## config.mk

```make
export PLATFORM = sky130hd
export DESIGN_NAME = bram_stream_reader
export DESIGN_NICKNAME = d
export VERILOG_FILES = /design/src/rtl/bram_stream_reader.sv
export SDC_FILE = /design/constraint.sdc
export NUM_CORES = 1
export LEC_CHECK = 0
export BUFFER_PORTS_ARGS = -buffer_cell sky130_fd_sc_hd__buf_2
export CAP_MARGIN = 20
export CORE_MARGIN = 4
export CORE_UTILIZATION = 36
export DETAILED_ROUTE_END_ITERATION = 8
export PLACE_DENSITY = 0.59
export REMOVE_ABC_BUFFERS = 1
export SLEW_MARGIN = 0
export SYNTH_ARGS = -nofsm -noshare
export SYNTH_HDL_FRONTEND = slang
export SYNTH_SLANG_ARGS = --single-unit
```

## constraint.sdc

```tcl
create_clock -name clk -period 2.7 [get_ports clk]
set_input_delay 0.54 -clock clk [delete_from_list [all_inputs] [get_ports clk]]
set_output_delay 0.54 -clock clk [all_outputs]
set_load 0.03 [all_outputs]
```

## src/rtl/bram_stream_reader.sv

```systemverilog
// Read-side master for the coefficient BRAM. It turns a start command into len
// sequential port-B reads and presents the returned words as a valid/ready stream.
// The BRAM latency is covered by a valid/last pipeline. A small FIFO absorbs sink
// stalls, and a credit check keeps the number of outstanding words within its depth.
module bram_stream_reader #(
  parameter int DW         = 24,
  parameter int AW         = 7,
  parameter int RD_LAT     = 1,
  parameter int FIFO_DEPTH = 4
) (
  input  logic          clk,
  input  logic          rst,
  input  logic          start,
  input  logic [AW-1:0] base_addr,
  input  logic [AW:0]   len,
  output logic          busy,
  output logic          done,
  output logic          enb,
  output logic [AW-1:0] addrb,
  input  logic [DW-1:0] doutb,
  output logic          m_valid,
  input  logic          m_ready,
  output logic [DW-1:0] m_data,
  output logic          m_last
);

  localparam int PW = $clog2(FIFO_DEPTH);
  localparam int CW = PW + 1;
  localparam int SW = CW + 1;

  localparam logic [PW-1:0] PTR_ONE    = 1;
  localparam logic [AW-1:0] ADDR_ONE   = 1;
  localparam logic [AW:0]   CNT_ONE    = 1;
  localparam logic [CW-1:0] FCNT_ONE   = 1;
  localparam logic [CW-1:0] DEPTH_CNT  = CW'(FIFO_DEPTH);
  localparam logic [SW-1:0] DEPTH_CRED = SW'(FIFO_DEPTH);

  typedef enum logic [1:0] {
    IDLE,
    RUN,
    DRAIN
  } state_t;

  state_t state, state_next;

  logic [AW-1:0]   cur_addr;
  logic [AW:0]     len_q;
  logic [AW:0]     issued;
  logic [RD_LAT-1:0] vpipe;
  logic [RD_LAT-1:0] lpipe;
  logic [DW:0]     fifo_mem [FIFO_DEPTH];
  logic [PW-1:0]   wr_ptr;
  logic [PW-1:0]   rd_ptr;
  logic [CW-1:0]   fifo_count;
  logic [SW-1:0]   inflight;
  logic [SW-1:0]   credit_used;
  logic [DW:0]     head;
  logic            credit_ok;
  logic            accept;
  logic            zero_cmd;
  logic            issue_last;
  logic            push;
  logic            pop;
  logic            last_pop;
  logic            done_q;

  assign accept      = (state == IDLE) && start && (len != '0);
  assign zero_cmd    = (state == IDLE) && start && (len == '0);
  assign credit_used = inflight + {1'b0, fifo_count};
  assign credit_ok   = credit_used < DEPTH_CRED;
  assign issue_last  = enb && ((issued + CNT_ONE) == len_q);
  assign push        = vpipe[RD_LAT-1];
  assign head        = fifo_mem[rd_ptr];
  assign m_valid     = (fifo_count != '0);
  assign m_data      = m_valid ? head[DW-1:0] : '0;
  assign m_last      = m_valid & head[DW];
  assign pop         = m_valid && m_ready;
  assign last_pop    = pop && head[DW];
  assign done        = done_q;

  // Count reads that have been issued but whose data has not yet reached the FIFO
  always_comb begin
    inflight = '0;
    for (int i = 0; i < RD_LAT; i++) begin
      inflight = inflight + SW'(vpipe[i]);
    end
  end

  // State register
  always_ff @(posedge clk) begin
    if (rst) begin
      state <= IDLE;
    end else begin
      state <= state_next;
    end
  end

  // Next-state: run until the final read issues, then wait for the final beat to leave
  always_comb begin
    state_next = state;
    case (state)
      IDLE:    if (accept) state_next = RUN;
      RUN:     if (issue_last) state_next = DRAIN;
      DRAIN:   if (last_pop) state_next = IDLE;
      default: state_next = IDLE;
    endcase
  end

  // Outputs: a read issues only while words remain and the FIFO has room for it
  always_comb begin
    busy  = (state != IDLE);
    enb   = (state == RUN) && (issued < len_q) && credit_ok;
    addrb = enb ? cur_addr : '0;
  end

  // Command registers: latch on accept, advance the address and issue count per read
  always_ff @(posedge clk) begin
    if (rst) begin
      cur_addr <= '0;
      len_q    <= '0;
      issued   <= '0;
    end else if (accept) begin
      cur_addr <= base_addr;
      len_q    <= len;
      issued   <= '0;
    end else if (enb) begin
      cur_addr <= cur_addr + ADDR_ONE;
      issued   <= issued + CNT_ONE;
    end
  end

  // Done pulse one cycle after a zero-length command or after the last beat leaves
  always_ff @(posedge clk) begin
    if (rst) begin
      done_q <= 1'b0;
    end else begin
      done_q <= zero_cmd || ((state == DRAIN) && last_pop);
    end
  end

  // Valid and last-tag pipeline matching the BRAM read latency
  always_ff @(posedge clk) begin
    if (rst) begin
      vpipe <= '0;
      lpipe <= '0;
    end else begin
      vpipe[0] <= enb;
      lpipe[0] <= issue_last;
      for (int i = 1; i < RD_LAT; i++) begin
        vpipe[i] <= vpipe[i-1];
        lpipe[i] <= lpipe[i-1];
      end
    end
  end

  // FIFO storage holds the word with its last tag; it needs no reset because count gates it
  always_ff @(posedge clk) begin
    if (push) begin
      fifo_mem[wr_ptr] <= {lpipe[RD_LAT-1], doutb};
    end
  end

  // FIFO pointers and occupancy; a simultaneous push and pop leaves the count unchanged
  always_ff @(posedge clk) begin
    if (rst) begin
      wr_ptr     <= '0;
      rd_ptr     <= '0;
      fifo_count <= '0;
    end else begin
      if (push) wr_ptr <= wr_ptr + PTR_ONE;
      if (pop)  rd_ptr <= rd_ptr + PTR_ONE;
      case ({push, pop})
        2'b10:   fifo_count <= fifo_count + FCNT_ONE;
        2'b01:   fifo_count <= fifo_count - FCNT_ONE;
        default: fifo_count <= fifo_count;
      endcase
    end
  end

  // A returning word must always find room; the credit check is meant to guarantee it
  assert property (@(posedge clk) disable iff (rst)
    !(push && !pop && (fifo_count == DEPTH_CNT)));

endmodule

```

* Yosys cells after proc, flatten, opt, wreduce, memory -nomap -nowiden *
Memory sizes are Yosys's and may differ from the RTL's. A register that Yosys moved wholly into a read port is not among the register bits.
Cells that the tools add are included.

storage, ports and cells
  memory bits (read-only) = 0
  logic and storage cells = 61
  output and inout port bits = 36
  memory bits (writable) = 100
  bits in latches = 0
  memories kept = 1
  flip-flop bits (word level) = 35
  input port bits = 43

memories
  name      words  bits a word  read ports  clocked after Yosys merged registers in  wr ports  line  RTL
  fifo_mem  4      25           1           1                                        1         51    logic [DW:0] fifo_mem [FIFO_DEPTH];

operators by class
  $mul = 0
  $lt $le $gt $ge = 2
  bitwise gates (word level) = 1
  add/sub/neg operators = 7
  equality and inequality tests = 8
  muxes and demuxes = 13
  shift-type cells = 0
  divide/modulo/power cells = 0
  reduce and logical (&&, ||, !) cells = 19

operator list
  kind                 count
  $mux 24              1
  $mux 7               3
  $mux 2               5
  $logic_and 1x1->1    9
  $add 8x1->8 const B  1
  $eq 8x8->1           1
  $logic_not 8->1      1
  $lt 8x8->1           1
  $reduce_bool 8->1    1
  $add 7x1->7 const B  1
  $ne 2x2->1 const B   3
  $pmux 2 s3           1
  $pmux 3 s2           1
  $reduce_bool 2->1    3
  $add 1x3->4          1
  $add 2x1->2 const B  2
  $eq 2x1->1 const B   2
  $eq 2x2->1 const B   2
  $lt 4x3->1 const B   1
  $add 3x1->3 const B  1
  $reduce_and 3->1     1
  $reduce_bool 3->1    1
  $sub 3x1->3 const B  1
  $logic_not 2->1      1
  4 further kinds      5

* Logic depth before layout (Yosys ltp) *
  depth in word-level cells = 6
  mapped depth = 9
  mapped depth without buffers = 8

* Least setup slack after synthesis *
No wires, ideal clock.

  kind = register to output
  start = register len_q[5]
  end = output port addrb[0]
  stages on the path, launching flop included = 7
  path slack = 0.346 ns
  arrival time = 1.814 ns
  buffers on the path = 1
  data required time = 2.160 ns
  cell sequence = dfxtp_1 > inv_1 > ha_1 > a211o_1 > o2111ai_1 > clkbuf_1 > and3_1

on the way
  cells in the longest elaborated chain, start to end = 4

ends and longest elaborated chain
  what                             line  RTL
  from (decl)                      47    logic [AW:0] len_q;
  from (signal assigned)           124   len_q <= len;
  $lt 8x8->1                       112   enb = (state == RUN) && (issued < len_q) && credit_ok;
  $logic_and 1x1->1 (2 in series)  112
  $mux 7                           113   addrb = enb ? cur_addr : '0;
  to (decl)                        19    output logic [AW-1:0] addrb,

Every way passes these cells.

* Worst setup path in the final report *
  start = register len_q[5]
  end = output port addrb[6]

Same word-level chain as after synthesis.

==> metrics.yaml <==
run_status:
  status: "completed"
setup_path:
  start_kind: "flip-flop"
  crit_start: "len_q[5]"
  criticalPathCategory: "flip-flop to primary output"
  cp_data_required_time_ns: 2.16
  max_stage_delay_ns: 0.33
  cp.arrival_ns: 2.08
  cp_cell_sequence: "inv_1 -> ha_1 -> a211o_1 -> o2111ai_2 -> buf_4 -> and3_1 -> buf_6"
  timing.rr.start: "len_q[5]"
  cp_slowest_cell: "dfxtp_2"
  endpoint_kind: "primary output"
  worstPathMaxFanout: 5
  crit_family: "compound AO/OA/AOI/OAI gates"
  cp.buffers_inverters: 3
synth:
  synth-simple-area-share: 0.120
  synth_top_cell_by_area: "edfxtp_1"
  synth_adder_area_share: 0.0349
  async_reset_ff_frac: 0
  synthMuxAreaShare: 0.0996
  avgSynthCellArea_um2: 14.0
  synthFlopType: "edfxtp_1"
  synth-seq-cells: 137
  yosysSeqAreaShare: 0.629
  ys.warnings.count: 0
  synth_top_family_by_area: "simple AND/OR/NAND/NOR gates"
  synth_compound_area_frac: 0.0660
  yosysTopAreaCellShare: 0.505
  synth_cell_types: 50
  synth_edf_count: 100
  synth_xor_area_frac: 0.0206
  synth.area.top_cells: "edfxtp_1 (50%), dfxtp_1 (12%), mux4_2 (9.5%)"
  syn_area_um2: 5950
  syn_inst: 424
timing:
  finalSetupViolCount: 0
  period_minus_slack_ns: 2.62
  max_freq_mhz: 382
  hold_viol: 0
  fin_ws_ns: 0.0836
  slew_violations: 0
  fin_skew_ns: 0.0103
  tns_ns: 0
  worstMarginPinSlew_ns: 0.619
  slew_headroom: 0.587
  period_share: 0.969
finish:
  antennaDiodeCount: 0
  stdcell_area_um2: 7390
  final_util: 0.460
  layout_commonest_cell: "edfxtp_1"
  drive_above_1_share: 0.316
  fin_nets: 577
  layout_common_cells: "edfxtp_1 (100), buf_2 (70), dfxtp_1 (32), and2_1 (31), mux4_2 (25)"
  area_growth_pct: 24.2
routing:
  wl_per_cell_um: 16.9
  drt_first_pass_iters: 4
  wirelength_um: 12600
  dr.first_iter.drc_count: 190
  vias: 3819
  route.detailed.drc: 0
  ant_nets: 0
  vias_per_cell: 5.11
power_and_ir_drop:
  vdd_ir_drop_max_uv: 445
  switchingPower_uw: 1680
  power.total_uw: 6070
  pwr-share-clk: 0.397
  pwr-share-seq: 0.396
  p_sw_frac: 0.277
  internal_power_uw: 4390
  power_density_nw_per_um2: 822
  p_comb_frac: 0.206
  leakage_uw: 0.00267
cts:
  numCtsBuffers: 17
  clkLatencyLatePin_ns: 0.41
  hold_buffers: 0
  htree_num_levels: 4
  cts_tree: "yes"
  clk_pin_slew_worst_paths_ns: 0.06
  cts.sinks: 137
  cts_root_buf: "clkbuf_16"
  clk_path_buf_depth: 2
hold_path:
  min_from: "doutb[19]"
  hold_path_class: "input pin to flip-flop"
place:
  portBuffers: 78
  place_hpwl_um: 8410
  dp_worst_setup_slack_ns: 0.347
  placed_cell_area_um2: 6640
  gp_congestion: 0.868
job:
  drv_cap: 0
floorplanning:
  fp.dieW_um: 137
  dieHeight_um: 137
  core_um2: 16100
  io_pins: 79
  initial_utilization: 0.371
  die_area_um2: 18700
  row_count: 46
global_routing:
  antenna_found_initial: 1
  grt.total_usage: 0.140
  grt_pass1_wl_um: 20000
  overflow: 0
  grt_pass1_vias: 3891
  grt_max_degree: 34
==> synth_stat cells, types with 2 or more instances <==
cell / n
o31ai_1: 9
or4_1: 9
xnor2_1: 7
clkbuf_1: 15
o21bai_1: 2
a21oi_1: 16
mux4_2: 25
dfxtp_1: 37
buf_2: 6
nand3_1: 11
or2_2: 2
nor4_1: 5
and3_1: 10
xor2_1: 7
o21ai_0: 5
and2_1: 31
a31oi_1: 3
o21a_1: 2
nand2_1: 23
nand2b_1: 6
a311oi_1: 5
nand4_1: 3
nor2_1: 19
ha_1: 15
inv_1: 17
o21ai_1: 3
a22oi_1: 2
mux2i_1: 3
edfxtp_1: 100
or3_1: 5
buf_6: 2
==> cell families (layout without fill, tap and decap cells) <==
family          Yosys count  in the layout
flops                   137            137
buf+inv                  41            148
xor+xnor                 14             14
simple gates            130            130
fa+ha+maj                16             16
mux                      28             28
compound gates           58             58
==> cell type report <==
| class | instances | area [µm²] |
|---|---|---|
| Clock buffer | 18 | 429 |
| Clock inverter | 14 | 195 |
| Inverter | 17 | 63.8 |
| Tap cell | 216 | 270 |
| Fill cell | 1444 | 8670 |
| Timing Repair Buffer | 99 | 636 |
| Sequential cell | 137 | 3750 |
| Multi-Input combinational cell | 246 | 2050 |
==> routing by layer <==
| metal | global-route usage | vias to the layer above | wire length, µm |
|---|---|---|---|
| li1 | - | 1806 | - |
| met1 | 0.175 | 1911 | 5590 |
| met2 | 0.233 | 91 | 6210 |
| met3 | 0.0445 | 9 | 712 |
| met4 | 0.0431 | 2 | 78 |
| met5 | 0 | - | 13 |
==> stage by stage <==
step                      cells  hold slack (ns)
after floorplan             400            0.438
after global placement      707            0.473
after detailed placement    707            0.473
after CTS                   741            0.322
after global routing        747            0.328
final                       747            0.345
==> worst paths after layout <==
path	slack (ns)	cells after the start	end
setup / recovery	0.08	7	addrb[6]
hold / removal	0.35	1	fifo_mem[2][19]
setup reg to reg	0.31	7	cur_addr[3]
hold reg to reg	0.47	2	len_q[5]
==> repair_timing <==
item | CTS | global route
gates resized for setup | 10 | 17
setup endpoints to repair | 8 | 8
cloned | 0 | 1
pin swaps | 0 | 2
buffers inserted | 2 | 5
==> power by group through the flow <==
stage               Sequential [µW]  Combinational (µW)  Clock [µW]
floorplan                      2460                 776           0
global placement               2450                1210           0
detailed placement             2450                1230           0
CTS                            2410                1250        2470
global route                   2420                1370        2580
finish                         2410                1250        2410
==> sequential cells by signal, summed over array words and instances, names as in the netlist, named ones only <==
name,cells
len_q,8
rd_ptr,2
issued,8
fifo_count,3
push,1
cur_addr,7
fifo_mem,100
wr_ptr,2
state,2
done,1
lpipe,1
Power figures use the tool's default switching activity.
